[src/rtl/fft_unload_if.sv]
// fft_unload_if
//   Bundles the FFT unload sequencer's control, mux-select and output stream
//   signals.
//   master : sequencer side (drives busy/done/sel and the m_* stream outputs)
//   slave  : environment side (drives start, mux_data, m_ready)
//   start/busy/done   control handshake
//   sel/mux_data      select to / data from the FFT output mux
//   m_data/m_valid/m_ready/m_last/m_index   output stream
interface fft_unload_if #(
  parameter int DATA_WIDTH = 8
);
  logic                  start;
  logic                  busy;
  logic                  done;
  logic [10:0]           sel;
  logic [DATA_WIDTH-1:0] mux_data;
  logic [DATA_WIDTH-1:0] m_data;
  logic                  m_valid;
  logic                  m_ready;
  logic                  m_last;
  logic [10:0]           m_index;

  modport master (
    input  start, mux_data, m_ready,
    output busy, done, sel, m_data, m_valid, m_last, m_index
  );

  modport slave (
    output start, mux_data, m_ready,
    input  busy, done, sel, m_data, m_valid, m_last, m_index
  );
endinterface

[src/rtl/fft_unload_sequencer.sv]
// fft_unload_sequencer
//   Walks the 2048-entry FFT output mux, converts the mux's fixed read latency
//   into a valid/ready stream through a small first-word-fall-through FIFO.
//   Ports: clk, rst_n (async active-low), bus (fft_unload_if.master):
//     start in, busy/done out, sel out (registered mux select), mux_data in,
//     m_data/m_valid/m_last/m_index out, m_ready in.
//   Optional build macro FFT_UNLOAD_BITREV_EN: select is the 11-bit
//   bit-reversal of the issue counter; otherwise select equals the counter.
//
//   state | meaning
//   IDLE  | waiting for start (start-accept edge is the first issue)
//   RUN   | issuing selects while credits allow, until index 2047 issued
//   DRAIN | waiting for the last beat to leave the FIFO, then pulse done
module fft_unload_sequencer #(
  parameter int DATA_WIDTH  = 8,
  parameter int MUX_LATENCY = 3,
  parameter int FIFO_DEPTH  = 4
) (
  input logic         clk,
  input logic         rst_n,
  fft_unload_if.master bus
);
  localparam int AW = $clog2(FIFO_DEPTH);
  localparam int CW = $clog2(FIFO_DEPTH + 1);

  typedef enum logic [1:0] {IDLE, RUN, DRAIN} state_t;

  state_t          state;
  logic [11:0]     cnt;
  logic            issue_v;
  logic [10:0]     issue_idx;
  logic [10:0]     sel_q;
  logic            busy_q;
  logic            done_q;
  logic [CW-1:0]   credit;
  logic [CW-1:0]   credit_nxt;
  logic            issue;
  logic            pop;

  logic [MUX_LATENCY-1:0] pipe_v;
  logic [10:0]            pipe_idx [MUX_LATENCY];

  logic [DATA_WIDTH-1:0] mem_data [FIFO_DEPTH];
  logic [10:0]           mem_idx  [FIFO_DEPTH];
  logic                  mem_last [FIFO_DEPTH];
  logic [AW:0]           wr_ptr;
  logic [AW:0]           rd_ptr;
  logic [AW:0]           fifo_count;
  logic                  fifo_wr;

  function automatic logic [10:0] sel_map(input logic [10:0] idx);
`ifdef FFT_UNLOAD_BITREV_EN
    logic [10:0] r;
    for (int i = 0; i < 11; i++) r[i] = idx[10-i];
    return r;
`else
    return idx;
`endif
  endfunction

  assign fifo_count = wr_ptr - rd_ptr;
  assign fifo_wr    = pipe_v[MUX_LATENCY-1];
  assign pop        = bus.m_valid && bus.m_ready;

  // A pop on this edge frees a credit in time for an issue on the same edge.
  always_comb begin
    issue = 1'b0;
    case (state)
      IDLE:    issue = bus.start;
      RUN:     issue = !cnt[11] && ((credit < CW'(FIFO_DEPTH)) || pop);
      default: issue = 1'b0;
    endcase
  end

  assign credit_nxt = credit + CW'(issue) - CW'(pop);

  always_ff @(posedge clk or negedge rst_n) begin
    if (!rst_n) begin
      state     <= IDLE;
      cnt       <= '0;
      issue_v   <= 1'b0;
      issue_idx <= '0;
      sel_q     <= '0;
      busy_q    <= 1'b0;
      done_q    <= 1'b0;
      credit    <= '0;
    end else begin
      done_q  <= 1'b0;
      issue_v <= issue;
      credit  <= credit_nxt;
      if (issue) begin
        sel_q     <= sel_map(cnt[10:0]);
        issue_idx <= cnt[10:0];
        cnt       <= cnt + 12'd1;
      end
      case (state)
        IDLE: begin
          if (bus.start) begin
            state  <= RUN;
            busy_q <= 1'b1;
          end
        end
        RUN: begin
          if (issue && cnt == 12'd2047) state <= DRAIN;
        end
        DRAIN: begin
          if (credit_nxt == '0) begin
            state  <= IDLE;
            done_q <= 1'b1;
            busy_q <= 1'b0;
            cnt    <= '0;
          end
        end
        default: state <= IDLE;
      endcase
    end
  end

  // Valid/index delay line matching the mux read latency.
  always_ff @(posedge clk or negedge rst_n) begin
    if (!rst_n) begin
      pipe_v <= '0;
      for (int i = 0; i < MUX_LATENCY; i++) pipe_idx[i] <= '0;
    end else begin
      pipe_v[0]   <= issue_v;
      pipe_idx[0] <= issue_idx;
      for (int i = 1; i < MUX_LATENCY; i++) begin
        pipe_v[i]   <= pipe_v[i-1];
        pipe_idx[i] <= pipe_idx[i-1];
      end
    end
  end

  // Storage is cleared on reset so the head reads as zero when empty.
  always_ff @(posedge clk or negedge rst_n) begin
    if (!rst_n) begin
      wr_ptr <= '0;
      rd_ptr <= '0;
      for (int i = 0; i < FIFO_DEPTH; i++) begin
        mem_data[i] <= '0;
        mem_idx[i]  <= '0;
        mem_last[i] <= 1'b0;
      end
    end else begin
      if (fifo_wr) begin
        mem_data[wr_ptr[AW-1:0]] <= bus.mux_data;
        mem_idx[wr_ptr[AW-1:0]]  <= pipe_idx[MUX_LATENCY-1];
        mem_last[wr_ptr[AW-1:0]] <= (pipe_idx[MUX_LATENCY-1] == 11'd2047);
        wr_ptr                   <= wr_ptr + 1'b1;
      end
      if (pop) rd_ptr <= rd_ptr + 1'b1;
    end
  end

  assign bus.sel     = sel_q;
  assign bus.busy    = busy_q;
  assign bus.done    = done_q;
  assign bus.m_valid = (wr_ptr != rd_ptr);
  assign bus.m_data  = mem_data[rd_ptr[AW-1:0]];
  assign bus.m_index = mem_idx[rd_ptr[AW-1:0]];
  assign bus.m_last  = bus.m_valid && mem_last[rd_ptr[AW-1:0]];

  a_no_overflow: assert property (@(posedge clk) disable iff (!rst_n)
    !(fifo_wr && !pop && fifo_count == (AW+1)'(FIFO_DEPTH)));
  a_credit_bound: assert property (@(posedge clk) disable iff (!rst_n)
    credit <= CW'(FIFO_DEPTH));
endmodule

[src/flat_wrapper.sv]
// flat-port wrapper written by rule: the top's interface ports become plain ports
module fft_unload_sequencer_flat 
#(
  parameter int DATA_WIDTH  = 8,
  parameter int MUX_LATENCY = 3,
  parameter int FIFO_DEPTH  = 4
)
  (clk, rst_n, bus_start, bus_mux_data, bus_m_ready, bus_busy, bus_done, bus_sel, bus_m_data, bus_m_valid, bus_m_last, bus_m_index);
  fft_unload_if #(.DATA_WIDTH(DATA_WIDTH)) bus_i ();
  input logic clk;
  input logic rst_n;
  input wire logic [$bits(bus_i.start)-1:0] bus_start;
  input wire logic [$bits(bus_i.mux_data)-1:0] bus_mux_data;
  input wire logic [$bits(bus_i.m_ready)-1:0] bus_m_ready;
  output wire logic [$bits(bus_i.busy)-1:0] bus_busy;
  output wire logic [$bits(bus_i.done)-1:0] bus_done;
  output wire logic [$bits(bus_i.sel)-1:0] bus_sel;
  output wire logic [$bits(bus_i.m_data)-1:0] bus_m_data;
  output wire logic [$bits(bus_i.m_valid)-1:0] bus_m_valid;
  output wire logic [$bits(bus_i.m_last)-1:0] bus_m_last;
  output wire logic [$bits(bus_i.m_index)-1:0] bus_m_index;
  assign bus_i.start = bus_start;
  assign bus_i.mux_data = bus_mux_data;
  assign bus_i.m_ready = bus_m_ready;
  assign bus_busy = bus_i.busy;
  assign bus_done = bus_i.done;
  assign bus_sel = bus_i.sel;
  assign bus_m_data = bus_i.m_data;
  assign bus_m_valid = bus_i.m_valid;
  assign bus_m_last = bus_i.m_last;
  assign bus_m_index = bus_i.m_index;
  fft_unload_sequencer #(.DATA_WIDTH(DATA_WIDTH), .MUX_LATENCY(MUX_LATENCY), .FIFO_DEPTH(FIFO_DEPTH)) u_core (.clk(clk), .rst_n(rst_n), .bus(bus_i));
endmodule
[config.mk]
export PLATFORM = sky130hd
export DESIGN_NAME = fft_unload_sequencer_flat
export DESIGN_NICKNAME = d
export VERILOG_FILES = /design/src/rtl/fft_unload_if.sv /design/src/rtl/fft_unload_sequencer.sv /design/src/flat_wrapper.sv
export SDC_FILE = /design/constraint.sdc
export NUM_CORES = 1
export LEC_CHECK = 0
export CELL_PAD_IN_SITES_DETAIL_PLACEMENT = 1
export CELL_PAD_IN_SITES_GLOBAL_PLACEMENT = 1
export CORE_MARGIN = 2
export CORE_UTILIZATION = 51
export CTS_BUF_LIST = sky130_fd_sc_hd__clkbuf_8
export DETAILED_ROUTE_END_ITERATION = 8
export PLACE_DENSITY_LB_ADDON = 0.2
export SLEW_MARGIN = 20
export SYNTH_ARGS = -nofsm -noshare
export SYNTH_HDL_FRONTEND = slang
export SYNTH_SLANG_ARGS = --single-unit
[constraint.sdc]
create_clock -name clk -period 6.55 [get_ports clk]
set_clock_uncertainty 0.15 [all_clocks]
set_input_delay 1.31 -clock clk [delete_from_list [all_inputs] [get_ports clk]]
set_output_delay 1.31 -clock clk [all_outputs]
set_load 0.01 [all_outputs]
# Word level (Yosys, flattened, before mapping)
# Cells that the tools add are included.
dict set report classes {
  add_sub_neg 5
  n_eq_ne 8
  n_mux 31
  order_cmp 4
  bitwise 2
  reduce_logical 12
}
# operator n
set op_table {}
lappend op_table {{$bwmux 44} 1}
lappend op_table {{$mux 12} 3}
lappend op_table {{$mux 11} 3}
lappend op_table {{$bwmux 32} 1}
lappend op_table {{$mux 8} 3}
lappend op_table {{$bmux 11 s2} 1}
lappend op_table {{$demux 11 s2} 1}
lappend op_table {{$bmux 8 s2} 1}
lappend op_table {{$demux 8 s2} 1}
lappend op_table {{$add 12x1->12 const B} 1}
lappend op_table {{$eq 12x11->1 const B} 1}
lappend op_table {{$eq 11x11->1 const B} 1}
lappend op_table {{$mux 1} 7}
lappend op_table {{$add 3x1->3 const B} 2}
lappend op_table {{$ge 3x3->1 const B} 2}
lappend op_table {{$mux 2} 3}
lappend op_table {{$not 2->3} 2}
lappend op_table {{$pmux 2 s3} 1}
lappend op_table {{$reduce_and 3->1} 2}
lappend op_table {{$logic_and 1x1->1} 5}
lappend op_table {{$bwmux 4} 1}
lappend op_table {{$ne 2x1->1 const B} 2}
lappend op_table {{$pmux 1 s2} 2}
lappend op_table {{$add 3x1->3} 1}
lappend op_table {{14 further kinds} 14}
dict set report word_totals {
  in_bits 12
  ff_bits 153
}

# Logic depth before layout (Yosys ltp)
# Gate-level depths: netlist of the first run.
dict set report logic_depth {
  ltp_word 10
  mapped_depth 13
  ltp_nobuf 12
}

# Least setup slack after synthesis of the first run
# No wires, ideal clock.
dict set report synth_timing {
  kind {in2reg}
  startpoint {input port bus_start}
  endpoint {register u_core.cnt[0]}
  path_slack_ns 2.526
  t_arrival_ns 3.754
  stages 12
  setup_time_ns 0.121
  path_cell_list {or3b_1 -> o41ai_4 -> nor2_4 -> buf_2 -> inv_1 -> ha_1 -> fa_1 -> xor2_1 -> xnor2_1 -> or4_1 -> inv_2 -> nor2_1}
}
dict set report synth_between {
  elab_chain_cells 6
}
# item line_no
set synth_rtl {}
lappend synth_rtl {{start: declaration} flat_wrapper.sv:12} ;# input wire logic [$bits(bus_i.start)-1:0] bus_start;
lappend synth_rtl {{$pmux 1 s2} fft_unload_sequencer.sv:68} ;# case (state)
lappend synth_rtl {{via u_core.issue} fft_unload_sequencer.sv:37} ;# logic issue;
lappend synth_rtl {{$add 3x1->3} fft_unload_sequencer.sv:75} ;# assign credit_nxt = credit + CW'(issue) - CW'(pop);
lappend synth_rtl {{$sub 3x1->3} fft_unload_sequencer.sv:75}
lappend synth_rtl {{via u_core.credit_nxt[2]} fft_unload_sequencer.sv:36} ;# logic [CW-1:0] credit_nxt;
lappend synth_rtl {{$logic_not 3->1} fft_unload_sequencer.sv:107} ;# if (credit_nxt == '0) begin
lappend synth_rtl {{$mux 12} fft_unload_sequencer.sv:107}
lappend synth_rtl {{$mux 12} fft_unload_sequencer.sv:96} ;# case (state)
lappend synth_rtl {{end signal: assignment} fft_unload_sequencer.sv:94} ;# cnt <= cnt + 12'd1;
lappend synth_rtl {{end: declaration} fft_unload_sequencer.sv:29} ;# logic [11:0] cnt;
# The timed path passes the listed nets, and every way through them passes these cells.
# A chain may end at the register's enable or synchronous reset.

# Worst setup path after layout of the first run
dict set report layout_timing {
  startpoint {input port bus_start}
  endpoint {register u_core.cnt[7]}
}
# Same word-level chain as after synthesis.

==> results of run 1 <==
[final timing paths]
path	startpoint	end	slack, ns	cells past startpoint
setup / recovery	bus_start	u_core.cnt[7]$_DFF_PN0_	2.25	12
hold / removal	u_core.pipe_idx[15]$_DFF_PN0_	u_core.pipe_idx[4]$_DFF_PN0_	0.20	0
setup reg to reg	u_core.wr_ptr[0]$_DFFE_PN0P_	u_core.cnt[7]$_DFF_PN0_	2.84	11
hold reg to reg	u_core.pipe_idx[15]$_DFF_PN0_	u_core.pipe_idx[4]$_DFF_PN0_	0.20	0
max in group asynchronous	rst_n	u_core.issue_v$_DFF_PN0_	4.18	2
min in group asynchronous	rst_n	u_core.mem_idx[22]$_DFFE_PN0P_	0.77	1
[critical path, stage by stage]
cell             delay [ns]
clkdlybuf4s50_1        0.44
or3b_1                 0.22
o41ai_4                0.14
nor2_4                 0.47
inv_1                  0.12
ha_1                   0.24
fa_1                   0.37
xor2_1                 0.16
xnor2_1                0.16
or4_1                  0.57
inv_2                  0.19
a21oi_1                0.07
[kinds of logic (layout without fill, tap and decap cells)]
| logic type | Yosys count | in the layout | share of synthesized area |
|---|---|---|---|
| AOI/OAI and AO/OA | 26 | 26 | 0.0325 |
| xor gates and xnor gates | 13 | 13 | 0.0187 |
| buffers and inverters | 26 | 92 | 0.0167 |
| DFF | 153 | 153 | 0.630 |
| muxes | 112 | 112 | 0.244 |
| adders and majority gates | 9 | 9 | 0.0198 |
| and+or+nand+nor | 44 | 44 | 0.0377 |
[placed cells by master, fill, tap and decap left out, types with 6 or more instances in the layout]
cell type        instances
dfrtp_1                153
mux2_2                  88
clkdlybuf4s50_1         44
mux4_2                  20
clkbuf_8                20
inv_1                   10
nand2_1                 10
nand3_1                  8
nor2_1                   8
ha_1                     8
xor2_1                   7
xnor2_1                  6
o21ai_0                  6
clkinv_4                 6
[power groups by stage]
stage / combinational [mW] / sequential, mW / clock (mW)
2_1_floorplan: 0.900 / 1.43 / 0
3_3_place_gp: 1.29 / 1.47 / 0
3_5_place_dp: 1.35 / 1.50 / 0
4_1_cts: 1.36 / 1.48 / 0.708
5_1_grt: 1.44 / 1.52 / 0.743
6_report: 1.33 / 1.48 / 0.686
[flip-flops by register name (all words and copies together), names as in the netlist]
register and flops:
u_core.mem_idx 44, u_core.mem_last 4, u_core.pipe_v 3, u_core.issue_v 1, u_core.credit 3, u_core.issue_idx 11
u_core.pipe_idx 33, u_core.wr_ptr 3, u_core.cnt 12, u_core.bus.busy 1, u_core.rd_ptr 3, u_core.mem_data 32
u_core.bus.done 1, u_core.state 2
[final cells by class]
class / instances / area share
clock buffer: 20 / 0.0389
sequential: 153 / 0.541
inverter: 11 / 0.00584
clock inverter: 12 / 0.0166
timing repair buffer: 49 / 0.0681
tap: 143 / 0.0253
multi-input combinational: 204 / 0.304
[metal layers]
layer | part of all wire | vias up | GRT usage
li1 | - | 1484 | -
met1 | 0.43 | 1762 | 0.256
met2 | 0.52 | 51 | 0.344
met3 | 0.031 | 20 | 0.0407
met4 | 0.023 | 0 | 0.104
met5 | 0 | - | 0
[stage by stage]
step / power, mW / worst slack (ns)
after global routing: 3.71 / 2.10
after detailed placement: 2.84 / 1.76
final: 3.49 / 2.25
after floorplan: 2.33 / 2.53
after global placement: 2.76 / 1.88
after CTS: 3.55 / 2.25
==> results.md, run 1 <==
* Status: finished, violations left
* Failing checks: design-rule violations
* PostCTS Resize Cnt at 0
* TritonCTS clock tree: built
* Clock root cell: clkbuf_8
* Vias in the first global route at 3791
* Share of flip-flops with an asynchronous set or reset at 1.00
* Final ANT Viol Nets at 0
* Initial cell density of the core at 0.528
* Crit Path Category: primary input to flop
* Maximum VDD drop at 0.225 mV
* Sink Count at 153
* Die boundary width at 113 um
* Maximum clock frequency at 233 MHz
* Switching part of the total at 0.327
* Nature of the critical path startpoint: primary input
* Fin area at 7070 um^2
* YS warnings at 0
* CTS clock-pin slew for the worst setup and hold paths at 0.08 ns
* First-pass GRT wire length at 19800 um
* Cell Area, Synth at 6080 um^2
* Clk_lat worst skew at 0.45 ns
* Setup violations, final at 0
* # port buffers at 45
* H-Tree Depth at 4
* Leakage dissipation at 3.16 nW
* DP Area at 6680 um^2
* Critical path capture point type: flop
* RSZ-0062 raised after global routing: no
* CORE AREA at 11500 um^2
* Io pins at 46
* Antenna cells at 0
* Antenna violations before repair at 0
* Worst-path fanout max at 19
* Initial DRC Count at 155
* Die Height at 113 um
* Pwr dens at 494 nW/um^2
* Fin. Hold Viols at 0
* Multi-input combinational cell area at 2150 um^2
* Worst hold path type: flop to flop
* Finished Layout Cells at 592
* Psw at 1.14 mW
* Gpl congestion at 0.770
* Wire per inst at 19.8 um
* Post-synth top cells: dfrtp_1 (153), mux2_2 (88), mux4_2 (20)
* Post-route DRC at 3
* Cts hold-fix bufs at 0
* Post-layout util at 0.614
* Vias at 3317
* Largest area contributor in the netlist: dfrtp_1
* P&R area growth vs syn at 16.4%
* Post-synthesis cell count at 383
* Overall Global Routing Usage at 0.205
* Yosys cell types at 38
* FF/Latch Area at 3830 um^2
* Layout cell share with drive strength beyond 1 at 0.339
* Slew HR at 0.268
* Final cycle utilization of the critical path at 0.656
* Pint at 2.35 mW
* TritonRoute pass-1 iters at 6
* Hold slack at 0.203 ns
* Final max-slew violation count at 0
* Minimum clock period at 4.30 ns
* Fin nets at 457
* WP data arrival at 4.48 ns
* Die ar. at 12800 um^2
* Via/cell ratio at 5.60
* Clock buffer depth at 2
* Count leader, synth: dfrtp_1
* Setup TNS at 0 ns
* EDFF count, synth at 0
* Total global routing overflow at 0
* Placed Cells at 560
* FILL cells at 1063
* Post-CTS setup repair buffer count at 0
* Gate power share at 0.380
* Post-detail-place hpwl at 7700 um
* Top FF cell, synth: dfrtp_1
* Max cap viols at 0
* Worst Tran Pin Value at 1.09 ns
* Post-synth top area share at 0.630
* WP data required at 6.73 ns
* Seq cells post-synth at 153
* Net Count, Synth at 404
* Seq/Total Area, Yosys at 0.630
* Largest net degree at the start of global routing at 92
* Sequential Power Share at 0.423
* Mapped Avg Cell Area at 15.9 um^2
* Clock power share at 0.197
* # rows at 39
* Synth top area cells: dfrtp_1 (63%), mux2_2 (16%), mux4_2 (7.4%), ha_1 (1.6%), xor2_1 (1.0%)
* CTS buffer count at 17
* Routed WL at 11700 um
(Power assumes the default switching activity.)
==> run 2, diff against run 1 <==
- clock period: 6.55 -> 4.1 ns (I/O delays scaled with it)
==> run 2 against run 1 <==
Against the previous run:
- the flow still finishes with violations (design-rule violations)
- wire length is 2.7% higher
- global-route usage is 0.44 points higher
- cell count is 0.17% higher
- final area hardly changed
- setup slack worse by 1.8 ns
- critical endpoint is now u_core.cnt[1]$_DFF_PN0_
==> results.md, run 2 (synthesized netlist as in run 1, its figures left out) <==
* Leakage dissipation at 3.14 nW
* Status: finished, violations left
* Antenna cells at 0
* Vias at 3327
* Antenna violations before repair at 0
* Worst hold path type: flop to flop
* Clock buffer depth at 2
* RSZ-0062 raised after global routing: no
* Most common cell after layout, fill and taps aside: dfrtp_1
* Worst Tran Pin Value at 1.10 ns
* Top reg by flops: u_core.mem_idx
* Clock power share at 0.195
* Nature of the critical path startpoint: flop
* WP data required at 4.29 ns
* Cts hold-fix bufs at 0
* Crit Path Category: flop to flop
* Post-detail-place hpwl at 7710 um
* Layout cell share with drive strength beyond 1 at 0.340
* Worst-path fanout max at 10
* CORE AREA at 11500 um^2
* Die Height at 113 um
* First-pass GRT wire length at 20200 um
* Critical path capture point type: flop
* Die boundary width at 113 um
* P&R area growth vs syn at 16.4%
* Finished Layout Cells at 593
* TritonCTS clock tree: built
* Pint at 3.71 mW
* Post-layout util at 0.614
* Sequential Power Share at 0.425
* Max cap viols at 0
* Maximum VDD drop at 0.436 mV
* Pre-CTS setup slack at 0.253 ns
* Routed WL at 12100 um
* Io pins at 46
* TritonRoute pass-1 iters at 6
* Fin area at 7070 um^2
* Placed Cells at 561
* Hold slack at 0.204 ns
* Via/cell ratio at 5.61
* Setup violations, final at 0
* Switching part of the total at 0.335
* Final max-slew violation count at 0
* Slew HR at 0.267
* DP Area at 6700 um^2
* Initial DRC Count at 159
* Psw at 1.87 mW
* Wire per inst at 20.3 um
* Setup TNS at 0 ns
* Gpl congestion at 0.744
* Registers with the most flip-flops: u_core.mem_idx (44), u_core.pipe_idx (33), u_core.mem_data (32)
* Pwr dens at 790 nW/um^2
* Fin. Hold Viols at 0
* Max reg flops at 44
* Total global routing overflow at 0
* Most frequent cells in the layout: dfrtp_1 (153), mux2_2 (88), clkdlybuf4s50_1 (44), mux4_2 (20), clkbuf_8 (17)
* Failing checks: design-rule violations
* PostCTS Resize Cnt at 0
* Final cycle utilization of the critical path at 0.893
* # rows at 39
* WP data arrival at 3.85 ns
* Overall Global Routing Usage at 0.210
* Final ANT Viol Nets at 0
* Maximum clock frequency at 273 MHz
* # port buffers at 45
* Fin nets at 458
* Gate power share at 0.380
* Setup ws final at 0.438 ns
* Clock root cell: clkbuf_8
* Sink Count at 153
* Die ar. at 12800 um^2
* Post-CTS setup repair buffer count at 0
* Largest net degree at the start of global routing at 98
* Minimum clock period at 3.66 ns
* Post-route DRC at 3
* Clk_lat worst skew at 0.45 ns
* Power Total at 5.59 mW
* CTS clock-pin slew for the worst setup and hold paths at 0.09 ns
* H-Tree Depth at 4
* CTS buffer count at 17
* Vias in the first global route at 3805
* Initial cell density of the core at 0.528
==> run 2: layout make-up <==
| cell class | count | area, um^2 |
|---|---|---|
| clock buffers | 17 | 234 |
| clock inverters | 15 | 139 |
| well taps | 143 | 179 |
| inverters | 11 | 41.3 |
| multi-input cells | 204 | 2150 |
| flip-flops and latches | 153 | 3830 |
| repair buffers | 50 | 502 |
| fillers | 1062 | 4450 |
==> run 2: per-layer routing <==
layer,vias to the layer above,GRT usage,wire (um)
met2,55,0.352,6190
li1,1489,-,-
met3,9,0.0659,375
met1,1774,0.269,5400
met4,0,0.0512,79
met5,-,0,0
==> run 2: critical path: stages, from the launching register on <==
cell	delay (ns)
dfrtp_1	0.46
xnor2_1	0.42
nand3_1	0.20
and2_1	0.25
ha_1	0.29
inv_1	0.04
ha_1	0.18
fa_1	0.39
xor2_1	0.16
xnor2_1	0.15
or4_1	0.57
inv_2	0.20
nor2_1	0.08
==> run 2: power by group through the flow <==
stage                     registers [mW]  logic (mW)  clock network [mW]
after floorplan                     2.28        1.44                   0
after global placement              2.35        2.07                   0
after detailed placement            2.40        2.14                   0
after CTS                           2.38        2.16                1.12
after global routing                2.45        2.30                1.19
final                               2.38        2.12                1.09
==> run 2: path summary, 6_finish.rpt <==
kind                                          startpoint                       endpoint  slack (ns)  cells after the start
hold reg to reg            u_core.pipe_idx[19]$_DFF_PN0_   u_core.pipe_idx[8]$_DFF_PN0_        0.20                      0
setup / recovery            u_core.wr_ptr[0]$_DFFE_PN0P_        u_core.cnt[1]$_DFF_PN0_        0.44                     12
max in group asynchronous                          rst_n     u_core.pipe_v[0]$_DFF_PN0_        2.67                      2
hold / removal             u_core.pipe_idx[19]$_DFF_PN0_   u_core.pipe_idx[8]$_DFF_PN0_        0.20                      0
min in group asynchronous                          rst_n  u_core.mem_idx[0]$_DFFE_PN0P_        0.32                      1
setup reg to reg            u_core.wr_ptr[0]$_DFFE_PN0P_        u_core.cnt[1]$_DFF_PN0_        0.44                     12
==> run 3, diff against run 2 <==
- CTS_BUF_LIST: sky130_fd_sc_hd__clkbuf_8 -> sky130_fd_sc_hd__clkbuf_4 sky130_fd_sc_hd__clkbuf_8
==> results of run 3 <==
No change in the layout: final DEF, timing and power equal those of run 2.
